<file path="config.mk">
export PLATFORM = sky130hd
export DESIGN_NAME = srca_mul_ctrl_flat
export DESIGN_NICKNAME = d
export VERILOG_FILES = /design/src/rtl/hpam_pkg.sv /design/src/rtl/srca_mul_ctrl_if.sv /design/src/rtl/add8_sel.sv /design/src/rtl/srca_mul_ctrl.sv /design/src/flat_wrapper.sv
export SDC_FILE = /design/constraint.sdc
export NUM_CORES = 1
export LEC_CHECK = 0
export BUFFER_PORTS_ARGS = -buffer_cell sky130_fd_sc_hd__clkbuf_2
export CAP_MARGIN = 20
export CORE_MARGIN = 5
export CORE_UTILIZATION = 48
export CTS_BUF_LIST = sky130_fd_sc_hd__clkbuf_8
export CTS_CLUSTER_DIAMETER = 50
export DETAILED_ROUTE_END_ITERATION = 8
export HOLD_SLACK_MARGIN = 0.08
export PLACE_DENSITY_LB_ADDON = 0.25
export SLEW_MARGIN = 25
export SYNTH_ARGS = -nofsm -noshare
export SYNTH_HDL_FRONTEND = slang
export SYNTH_HIERARCHICAL = 1
export SYNTH_SLANG_ARGS = --single-unit
</file>
<file path="constraint.sdc">
create_clock -name clk -period 3.4 [get_ports clk]
set_input_delay 0.34 -clock clk [delete_from_list [all_inputs] [get_ports clk]]
set_output_delay 0.34 -clock clk [all_outputs]
set_load 0.01 [all_outputs]
</file>
<file path="src/rtl/hpam_pkg.sv">
// hpam_pkg: shared types and constants for the HPAM multiplier family.
// Holds the controller state encoding, operand width and iteration count, and
// the two full-adder cells (exact and approximate) used by the SRCA(8,4) adder.
package hpam_pkg;

    localparam int unsigned MUL_W    = 8;
    localparam int unsigned MUL_ITER = 8;
    // Segment width of the SRCA adder; the low bit of each segment is approximate.
    localparam int unsigned SRCA_SEG = 4;

    typedef enum logic [1:0] {IDLE, RUN, DONE} mul_state_t;

    // Exact full adder, returns {cout, sum}.
    function automatic logic [1:0] efa(input logic x, input logic y, input logic ci);
        return {(x & y) | (ci & (x ^ y)), x ^ y ^ ci};
    endfunction

    // Approximate full adder, returns {cout, sum}. The incoming carry only
    // forces the sum bit high; it never propagates further.
    function automatic logic [1:0] afa(input logic x, input logic y, input logic ci);
        return {x & y, (x ^ y) | ci};
    endfunction

endpackage

</file>
<file path="src/rtl/srca_mul_ctrl_if.sv">
// srca_mul_ctrl_if: operand/result handshake bundle for srca_mul_ctrl.
// Signals: in_valid/in_ready/a/b/approx (operand side), out_valid/out_ready/
// product (result side), busy (controller not idle).
// Modports: master drives operands and accepts results; slave is the controller.
interface srca_mul_ctrl_if ();
    import hpam_pkg::*;

    logic                 in_valid;
    logic                 in_ready;
    logic [MUL_W-1:0]     a;
    logic [MUL_W-1:0]     b;
    logic                 approx;
    logic                 out_valid;
    logic                 out_ready;
    logic [2*MUL_W-1:0]   product;
    logic                 busy;

    modport master (
        output in_valid, a, b, approx, out_ready,
        input  in_ready, out_valid, product, busy
    );

    modport slave (
        input  in_valid, a, b, approx, out_ready,
        output in_ready, out_valid, product, busy
    );

endinterface

</file>
<file path="src/rtl/add8_sel.sv">
// add8_sel: 8-bit adder with selectable exactness, carry-in tied to 0.
// Ports: x, y   - addends
//        mode   - 1 selects SRCA(8,4), 0 selects the exact adder
//        sum    - 9-bit {carry, sum}
// SRCA(8,4): two 4-bit ripple segments; bits 0 and 4 use the approximate cell,
// and the carry out of bit 3 feeds bit 4.
module add8_sel import hpam_pkg::*; (
    input  logic [MUL_W-1:0] x,
    input  logic [MUL_W-1:0] y,
    input  logic             mode,
    output logic [MUL_W:0]   sum
);

    logic [MUL_W:0]   exact_sum;
    logic [MUL_W-1:0] srca_s;
    logic [MUL_W:0]   carry;
    logic [1:0]       cs;

    assign exact_sum = {1'b0, x} + {1'b0, y};

    always_comb begin
        carry  = '0;
        srca_s = '0;
        cs     = '0;
        for (int unsigned i = 0; i < MUL_W; i++) begin
            if ((i % SRCA_SEG) == 0) begin
                cs = afa(x[i], y[i], carry[i]);
            end else begin
                cs = efa(x[i], y[i], carry[i]);
            end
            srca_s[i]    = cs[0];
            carry[i + 1] = cs[1];
        end
    end

    assign sum = mode ? {carry[MUL_W], srca_s} : exact_sum;

endmodule

</file>
<file path="src/rtl/srca_mul_ctrl.sv">
// srca_mul_ctrl: sequential 8x8 unsigned shift-and-add multiplier sharing one
// 8-bit adder (exact or SRCA(8,4), chosen per operation) over 8 iterations.
// Ports: clk - clock, rising edge
//        rst - synchronous active-high reset
//        bus - handshake bundle (slave side): operands in, product out, busy
// Fixed latency: accept, 8 RUN cycles, DONE held until out_ready, then IDLE.
module srca_mul_ctrl import hpam_pkg::*; (
    input logic           clk,
    input logic           rst,
    srca_mul_ctrl_if.slave bus
);

    mul_state_t       state_q, state_d;
    logic [MUL_W-1:0] mcand_q, mcand_d;
    logic [MUL_W-1:0] acc_hi_q, acc_hi_d;
    logic [MUL_W-1:0] acc_lo_q, acc_lo_d;
    logic             mode_q, mode_d;
    logic [2:0]       cnt_q, cnt_d;
    logic [MUL_W:0]   add_sum;
    logic [MUL_W:0]   step_sum;

    add8_sel u_add (
        .x    (acc_hi_q),
        .y    (mcand_q),
        .mode (mode_q),
        .sum  (add_sum)
    );

    always_ff @(posedge clk) begin
        if (rst) begin
            state_q  <= IDLE;
            mcand_q  <= '0;
            acc_hi_q <= '0;
            acc_lo_q <= '0;
            mode_q   <= 1'b0;
            cnt_q    <= '0;
        end else begin
            state_q  <= state_d;
            mcand_q  <= mcand_d;
            acc_hi_q <= acc_hi_d;
            acc_lo_q <= acc_lo_d;
            mode_q   <= mode_d;
            cnt_q    <= cnt_d;
        end
    end

    always_comb begin
        state_d  = state_q;
        mcand_d  = mcand_q;
        acc_hi_d = acc_hi_q;
        acc_lo_d = acc_lo_q;
        mode_d   = mode_q;
        cnt_d    = cnt_q;
        // Add only when the current multiplier bit is set.
        step_sum = acc_lo_q[0] ? add_sum : {1'b0, acc_hi_q};

        unique case (state_q)
            IDLE: begin
                // in_ready is 1 throughout IDLE, so in_valid alone means accept.
                if (bus.in_valid) begin
                    mcand_d  = bus.a;
                    mode_d   = bus.approx;
                    acc_hi_d = '0;
                    acc_lo_d = bus.b;
                    cnt_d    = '0;
                    state_d  = RUN;
                end
            end
            RUN: begin
                {acc_hi_d, acc_lo_d} = {step_sum, acc_lo_q[MUL_W-1:1]};
                cnt_d = cnt_q + 3'd1;
                if (cnt_q == 3'(MUL_ITER - 1)) begin
                    state_d = DONE;
                end
            end
            DONE: begin
                if (bus.out_ready) begin
                    state_d = IDLE;
                end
            end
            default: state_d = IDLE;
        endcase
    end

    // Outputs decode from registered state only.
    assign bus.in_ready  = (state_q == IDLE);
    assign bus.out_valid = (state_q == DONE);
    assign bus.busy      = (state_q != IDLE);
    assign bus.product   = (state_q == DONE) ? {acc_hi_q, acc_lo_q} : '0;

endmodule

</file>
<file path="src/flat_wrapper.sv">
// flat-port wrapper written by rule: the top's interface ports become plain ports
module srca_mul_ctrl_flat import hpam_pkg::*;
  (clk, rst, bus_in_valid, bus_a, bus_b, bus_approx, bus_out_ready, bus_in_ready, bus_out_valid, bus_product, bus_busy);
  srca_mul_ctrl_if bus_i ();
  input logic clk;
  input logic rst;
  input wire logic [$bits(bus_i.in_valid)-1:0] bus_in_valid;
  input wire logic [$bits(bus_i.a)-1:0] bus_a;
  input wire logic [$bits(bus_i.b)-1:0] bus_b;
  input wire logic [$bits(bus_i.approx)-1:0] bus_approx;
  input wire logic [$bits(bus_i.out_ready)-1:0] bus_out_ready;
  output wire logic [$bits(bus_i.in_ready)-1:0] bus_in_ready;
  output wire logic [$bits(bus_i.out_valid)-1:0] bus_out_valid;
  output wire logic [$bits(bus_i.product)-1:0] bus_product;
  output wire logic [$bits(bus_i.busy)-1:0] bus_busy;
  assign bus_i.in_valid = bus_in_valid;
  assign bus_i.a = bus_a;
  assign bus_i.b = bus_b;
  assign bus_i.approx = bus_approx;
  assign bus_i.out_ready = bus_out_ready;
  assign bus_in_ready = bus_i.in_ready;
  assign bus_out_valid = bus_i.out_valid;
  assign bus_product = bus_i.product;
  assign bus_busy = bus_i.busy;
  srca_mul_ctrl u_core (.clk(clk), .rst(rst), .bus(bus_i));
endmodule
</file>
**Word level (Yosys, flattened, before mapping)**

Index checks and enable logic that the tools add are counted.

- Bitwise logic cells: 35
- Equality and inequality tests: 6
- Reductions and logical operators: 6
- Add/sub/neg operators: 2
- Muxes and demuxes: 13

Operators with widths:

| kind | number |
|---|---|
| $pmux 8 s2 | 2 |
| $mux 9 | 2 |
| $mux 16 | 1 |
| $mux 8 | 2 |
| $and 1x1->1 | 14 |
| $xor 1x1->1 | 14 |
| $add 8x8->9 | 1 |
| $or 1x1->1 | 7 |
| $mux 2 | 3 |
| $pmux 2 s3 | 1 |
| $pmux 3 s2 | 1 |
| $ne 2x2->1 const B | 2 |
| $reduce_and 2->1 | 2 |
| $reduce_bool 2->1 | 2 |
| $add 3x1->3 const B | 1 |
| $eq 3x3->1 const B | 1 |
| $mux 3 | 1 |
| $reduce_and 3->1 | 1 |
| $eq 2x1->1 const B | 1 |
| $eq 2x2->1 const B | 1 |
| $logic_not 2->1 | 1 |
| $ne 2x1->1 const B | 1 |

- Flip-flop bits (word level): 30

**Logic depth before layout (Yosys ltp)**

Gate-level depths: netlist of the first run.

- Word-level depth: 11
- Mapped depth: 11
- Mapped depth without buffers: 11

**Modules after synthesis**

Netlist of the first run, hierarchy kept.

By module, submodules not included:

| module | sequential area each (um^2) | cells an instance | area each (um^2) | instances |
|---|---|---|---|---|
| srca_mul_ctrl | 600.6 | 182 | 1485.2 | 1 |
| add8_sel | 0.0 | 68 | 529.3 | 1 |

**Worst setup path before layout of the first run**

Ideal clock, no wire load.

- Kind: register -> register
- Start point: register u_core.acc_hi_q[4]
- End point: register u_core.acc_hi_q[6]
- Clock period less this slack: 2.302 ns
- Cell stages (with the launch flop): 12
- Library setup time: 0.070 ns
- Path slack: 1.098 ns
- Arrival time: 2.231 ns
- Cells stage by stage: dfxtp_1 > ha_1 > fa_1 > fa_1 > inv_1 > fa_1 > inv_1 > a21oi_1 > o311ai_1 > mux2_2 > nand2_1 > a21oi_1

- Longest elaborated chain between the ends: 9
- Elaborated cells between the ends (all ways): 10
- Classes of those cells: add/sub (1); mux (3); bitwise (6)

Ends and longest elaborated chain:

| item | line | text |
|---|---|---|
| from (decl) | srca_mul_ctrl.sv:15 | `logic [MUL_W-1:0] acc_hi_q, acc_hi_d;` |
| from (signal assigned) | srca_mul_ctrl.sv:40 | `acc_hi_q <= acc_hi_d;` |
| $and 1x1->1 | -- |  |
| $and 1x1->1 | hpam_pkg.sv:15 | `return {(x & y) \| (ci & (x ^ y)), x ^ y ^ ci};` |
| $or 1x1->1 | hpam_pkg.sv:15 |  |
| $and 1x1->1 | hpam_pkg.sv:15 |  |
| $or 1x1->1 | hpam_pkg.sv:15 |  |
| $xor 1x1->1 | hpam_pkg.sv:15 |  |
| $mux 9 (*) | add8_sel.sv:36 | `assign sum = mode ? {carry[MUL_W], srca_s} : exact_sum;` |
| via u_core.add_sum[7] | srca_mul_ctrl.sv:19 | `logic [MUL_W:0] add_sum;` |
| $mux 9 (*) | srca_mul_ctrl.sv:55 | `step_sum = acc_lo_q[0] ? add_sum : {1'b0, acc_hi_q};` |
| $pmux 8 s2 (*) | srca_mul_ctrl.sv:57 | `unique case (state_q)` |

The timed path passes the listed nets; every way through them passes the cells marked *.
A chain may end at the register's enable or synchronous reset.

**Final worst setup path of the first run**

Same ends and word-level chain as after synthesis.

==> results of run 1 <==
==> path summary, 6_finish.rpt <==
path                      startpoint            endpoint  slack (ps)
setup / recovery  u_core/acc_hi_q[4]  u_core/acc_hi_q[6]         890
hold / removal            bus_approx       u_core/mode_q         280
setup reg to reg  u_core/acc_hi_q[4]  u_core/acc_hi_q[6]         890
hold reg to reg    u_core/mcand_q[4]   u_core/mcand_q[4]         460
==> layout by cell type (no fill, tap or decap), drive strengths merged, types with 4 or more instances in the layout <==
master / Yosys / final
nand3: 9 / 9
inv: 20 / 20
nor2b: 6 / 6
mux2: 8 / 8
fa: 6 / 6
a21oi: 28 / 28
dfxtp: 30 / 30
and2: 16 / 16
ha: 10 / 10
nand2: 28 / 28
nor2: 20 / 20
a211oi: 4 / 4
clkbuf: 5 / 45
o22ai: 4 / 4
o21ai: 10 / 10
o221a: 4 / 4
==> stage by stage <==
step                total power [mW]  std cells  cell area [um2]  util, %  worst slack [ps]
CTS                            0.797        330             2280     56.5               885
finish                         0.791        330             2280     56.5               886
global route                   0.834        330             2280     56.5               755
global placement               0.517        324             2190     54.5               949
floorplan                      0.489        250             2010        -              1100
detailed placement             0.520        324             2190     54.5               901
==> cells by family after synthesis <==
family | after synthesis | share of synthesized area [%]
and+or+nand+nor | 90 | 22.2
AOI/OAI and AO/OA | 65 | 21.1
buffers and inverters | 36 | 7.95
DFF | 30 | 29.8
adders and majority gates | 16 | 12.2
muxes | 10 | 5.47
xor gates and xnor gates | 3 | 1.30
==> cell usage after synthesis, types with 2 or more instances <==
master and number:
a2111oi_0 3, a211oi_1 2, a211oi_2 2, a21oi_1 28, a22oi_1 3, and2_1 16, buf_2 8, buf_4 2
clkbuf_1 5, dfxtp_1 30, fa_1 6, ha_1 10, inv_1 20, mux2_2 7, mux2i_1 2, nand2_1 28
nand2b_1 2, nand3_1 8, nor2_1 19, nor2b_1 6, nor3_1 3, o21ai_0 4, o21ai_1 5, o21bai_1 2
o221a_2 4, o22ai_1 4, xnor2_1 3
==> state kept, by name (all words and copies together), names as in the netlist <==
signal           count
u_core/cnt_q         3
u_core/acc_hi_q      8
u_core/state_q       2
u_core/mcand_q       8
u_core/acc_lo_q      8
u_core/mode_q        1
==> power groups by stage <==
stage          registers [mW]  logic [mW]  clock network (mW)
6_report                0.398       0.114               0.279
5_1_grt                 0.402       0.131               0.302
3_3_place_gp            0.405       0.113                   0
3_5_place_dp            0.405       0.115                   0
4_1_cts                 0.398       0.115               0.285
2_1_floorplan           0.392      0.0973                   0
==> layer usage <==
| metal | share of wire [%] | track usage, % |
|---|---|---|
| met5 | 0 | 0 |
| met4 | 0.54 | 4.15 |
| met3 | 5.0 | 3.87 |
| met2 | 46 | 28.7 |
| met1 | 48 | 23.3 |
==> critical path, stage by stage, from the launching register on <==
cell and delay, ps:
dfxtp_1 330, ha_1 240, fa_1 420, fa_1 370
inv_1 70, fa_1 400, inv_1 60, a21oi_1 60
o311ai_1 90, mux2_2 190, nand2_1 50, a21oi_1 150
==> cell type report <==
| type | count | area (um2) |
|---|---|---|
| Inverter | 20 | 75.1 |
| Tap cell | 50 | 62.6 |
| Fill cell | 396 | 1750 |
| Clock buffer | 6 | 82.6 |
| Multi-Input combinational cell | 184 | 1250 |
| Timing Repair Buffer | 40 | 203 |
| Sequential cell | 30 | 601 |
==> impl_metrics.ini, run 1 <==
[outcome]
status = complete, no violations

[floorplanning]
io_pins = 40
die_y_um = 74.8
die_x_um = 74.8
dieArea_mm2 = 0.00559
coreArea_mm2 = 0.00403
rows = 23
start_util_pct = 50.0

[power_and_ir_drop]
p_clk_share_pct = 35.2
p_sw_share_pct = 26.8
power.density_mw_per_mm2 = 347
power_switching_mw = 0.212
irDropWorstVdd_uv = 224
seqPwrFrac_pct = 50.3
power.leakage_nw = 0.996
pwr-share-comb_pct = 14.4
p_int_mw = 0.578

[finish]
drive_gt1_share_pct = 23.2
syn_to_final_growth_pct = 13.0
diodes = 0
nets = 318

[detailed_routing]
drtPass1Iterations = 4
routed_wl_um = 4470
viasPerCell = 5.35
antenna_left = 0
drt_iter0_drc = 70
avgRoutedWirePerCell_um = 13.5
vias = 1765
drc = 0

[timing]
hold_ws_ps = 285
finalCritPeriodShare_pct = 74.0
max_freq_mhz = 398
fin_skew_ps = 2.70
tightest_slew_ps = 954
setup_viol_count_final = 0
hold_violations = 0
rsz0062_at_grt = false
period_minus_slack_ps = 2510
drv_slew = 0
fin_setup_tns_ps = 0
slew_headroom_pct = 36.3

[worst_setup_path]
crit_path_start_kind = flip-flop
endpoint_kind = flip-flop
worstPathMaxFanout = 4
reg2regPathDepth = 11
critPathArrivalTime_ps = 2710
worst-setup-path-type = reg2reg
critPathRequiredTime_ps = 3600

[clock_tree]
cts_setup_buffers = 0
cts_root_buffer = clkbuf_8
clock_sinks = 30
insertion_delay_ps = 270
htree_num_levels = 2
cts_buffer_depth = 2
hold_buffers = 0
cts.clk_slew.worst_paths_ps = 60
cts_repair_resize_count = 0
cts_made_buffers = 5
cts_tree = built

[yosys]
synth_cell_types = 45
yosysWarnings = 6
yosys.area.top_type_share_pct = 29.8
syn_area_mm2 = 0.00201
synth_cells = 250
synth_nets = 287
synth_edf_count = 0
avgSynthCellArea_um2 = 8.06
yosysTopAreaCell = dfxtp_1
synth-main-ff-cell = dfxtp_1
yosysSeqAreaShare_pct = 29.8
synth_area_leaders = dfxtp_1 30%, a21oi_1 7.0%, ha_1 6.2%
synth-seq-cells = 30
async_flop_share_pct = 0

[hold_path]
hp-class = in2reg
hold_depth = 3

[global_routing]
grt_max_degree = 31
grt_pass1_vias = 1713
grt_use_total_pct = 17.4
antenna_found_initial = 0
grt_pass1_wl_um = 7590
grt_overflow = 0

[placement]
finalWeightedCongestion = 0.819
dp_hpwl_um = 3210
io_buffers = 39

[run]
maxCapViolCount = 0
No activity file was read; power rests on OpenSTA's default activity.
==> run 2, diff against run 1 <==
- ABC_AREA: not set -> 1
- clock period: 3.4 -> 2.6 ns (I/O delays scaled with it)
==> impl_metrics.ini, run 2 <==
[yosys]
synth_cells = 304
synth_nets = 341
synth_area_leaders = dfxtp_1 30%, nand2_1 15%, nor2_1 11%
yosysWarnings = 6
async_flop_share_pct = 0
avgSynthCellArea_um2 = 6.58
synthTopCellsByCount = 79 x nand2_1, 57 x nor2_1, 39 x inv_1, 30 x dfxtp_1, 17 x a21oi_1
synth-seq-cells = 30
synth_cell_types = 29
synth_edf_count = 0
synth-main-ff-cell = dfxtp_1
yosys.area.top_type_share_pct = 30.0
syn_area_mm2 = 0.00200
synth_most_common_cell = nand2_1
yosysSeqAreaShare_pct = 30.0
yosysTopAreaCell = dfxtp_1

[finish]
drive_gt1_share_pct = 21.1
nets = 378
layout_commonest_cell = nand2_1
top_regs = u_core/acc_hi_q (8), u_core/acc_lo_q (8), u_core/mcand_q (8)
most-common-layout-cells = 78 x nand2_1, 57 x nor2_1, 39 x clkbuf_2
syn_to_final_growth_pct = 17.1
n_fill_cell = 409
diodes = 0
fin_cells = 391

[clock_tree]
cts_root_buffer = clkbuf_8
clock_sinks = 30
htree_num_levels = 2
insertion_delay_ps = 280
cts_buffer_depth = 2
cts_made_buffers = 5
cts_tree = built
cts.clk_slew.worst_paths_ps = 60

[timing]
slew_headroom_pct = 54.4
tightest_slew_ps = 682
hold_violations = 0
rsz0062_at_grt = true
period_minus_slack_ps = 2470
setup_viol_count_final = 0
finalCritPeriodShare_pct = 94.8
max_freq_mhz = 406
drv_slew = 0
fin_skew_ps = 2.19

[floorplanning]
coreArea_mm2 = 0.00403
dieArea_mm2 = 0.00556
die_x_um = 74.6
io_pins = 40
start_util_pct = 49.7
rows = 23
die_y_um = 74.6

[placement]
finalWeightedCongestion = 0.782
dp_hpwl_um = 3330
io_buffers = 39
dpl.cell_count = 383

[detailed_routing]
drt_iter0_drc = 123
drc = 0
antenna_left = 0
vias = 1896
drtPass1Iterations = 4
avgRoutedWirePerCell_um = 11.8
viasPerCell = 4.85
routed_wl_um = 4620

[global_routing]
grt_use_total_pct = 18.3
grt_pass1_vias = 1803
antenna_found_initial = 0
grt_pass1_wl_um = 7850
grt_overflow = 0
grt_max_degree = 28

[power_and_ir_drop]
p_total_mw = 1.19
pwr-share-comb_pct = 16.1
p_sw_share_pct = 27.0
irDropWorstVdd_uv = 414
seqPwrFrac_pct = 43.4
p_int_mw = 0.867
p_clk_share_pct = 40.5
power.density_mw_per_mm2 = 507
power_switching_mw = 0.321
power.leakage_nw = 1.14

[worst_setup_path]
worst-setup-path-type = reg2reg
crit_path_start_kind = flip-flop
endpoint_kind = flip-flop
critPathArrivalTime_ps = 2680
critPathRequiredTime_ps = 2810
worstPathMaxFanout = 3

[run]
maxCapViolCount = 0

[hold_path]
hp-class = in2reg

[outcome]
status = complete, no violations
## run 2: changes by cell type after synthesis, moves of 7 or more
cell,delta
a21oi_1,-11
o21ai_0,+11
nor2_1,+38
mux2_2,-7
inv_1,+19
nand2_1,+51
and2_1,-16
## run 2: cell type report
type | instances | area (um2) | area share (%)
clock buffers | 6 | 82.6 | 3.52
clock inverters | 1 | 30.0 | 1.28
inverters | 46 | 178 | 7.58
flip-flops and latches | 30 | 606 | 25.8
multi-input cells | 218 | 1180 | 50.5
well taps | 50 | 62.6 | 2.67
repair buffers | 40 | 203 | 8.65
## run 2: worst paths after layout
kind | start | cells after the start | end | slack (ps)
hold / removal | bus_a[1] | 3 | u_core/mcand_q[1] | 230
hold reg to reg | u_core/cnt_q[1] | 2 | u_core/cnt_q[1] | 470
setup / recovery | u_core/acc_hi_q[4] | 11 | u_core/acc_hi_q[6] | 130
setup reg to reg | u_core/acc_hi_q[4] | 11 | u_core/acc_hi_q[6] | 130
## run 2: kinds of logic after synthesis
group / Yosys count / share of synthesized area, %
buffers and inverters: 56 / 12.2
DFF: 30 / 30.0
and+or+nand+nor: 155 / 32.5
adders and majority gates: 16 / 12.3
AOI/OAI and AO/OA: 47 / 13.1
## run 2: repair_timing
action                                  in CTS  in global routing
hold buffers                                 0                  0
pin swaps                                    0                  7
resized for setup                            1                 10
endpoints found under the setup margin       1                  1
buffers inserted                             0                  1
## run 2: power by group through the flow
stage	sequential [mW]	clock, mW	combinational, mW
4_1_cts	0.515	0.494	0.188
2_1_floorplan	0.514	0	0.153
5_1_grt	0.520	0.519	0.223
3_5_place_dp	0.525	0	0.187
3_3_place_gp	0.524	0	0.183
6_report	0.515	0.482	0.191
## run 2: critical path, cell delays in order, from the launching register on
cell and delay [ps]:
dfxtp_4 360, ha_4 170, fa_2 380, fa_2 370, inv_2 70, fa_1 420
or2_4 240, nand2_2 50, nand2_1 50, o21ai_1 100, nand2_1 80, a21oi_2 120
## run 2: per-stage QoR
stage	setup TNS, ps	cell area, um2	hold slack, ps	setup WS [ps]	util [%]
floorplan	0	2000	329	208	-
global placement	0	2190	454	116	54.4
detailed placement	0	2190	462	22.9	54.4
CTS	0	2310	228	38.2	57.3
global route	-14.3	2340	237	-14.3	58.2
finish	0	2340	232	135	58.2
## run 2: per-layer routing
metal | GRT usage (%) | part of all wire, % | vias up
li1 | - | - | 1009
met1 | 24.4 | 46 | 840
met2 | 28.7 | 47 | 40
met3 | 4.05 | 5.0 | 7
met4 | 7.31 | 1.4 | 0
met5 | 0 | 0 | -
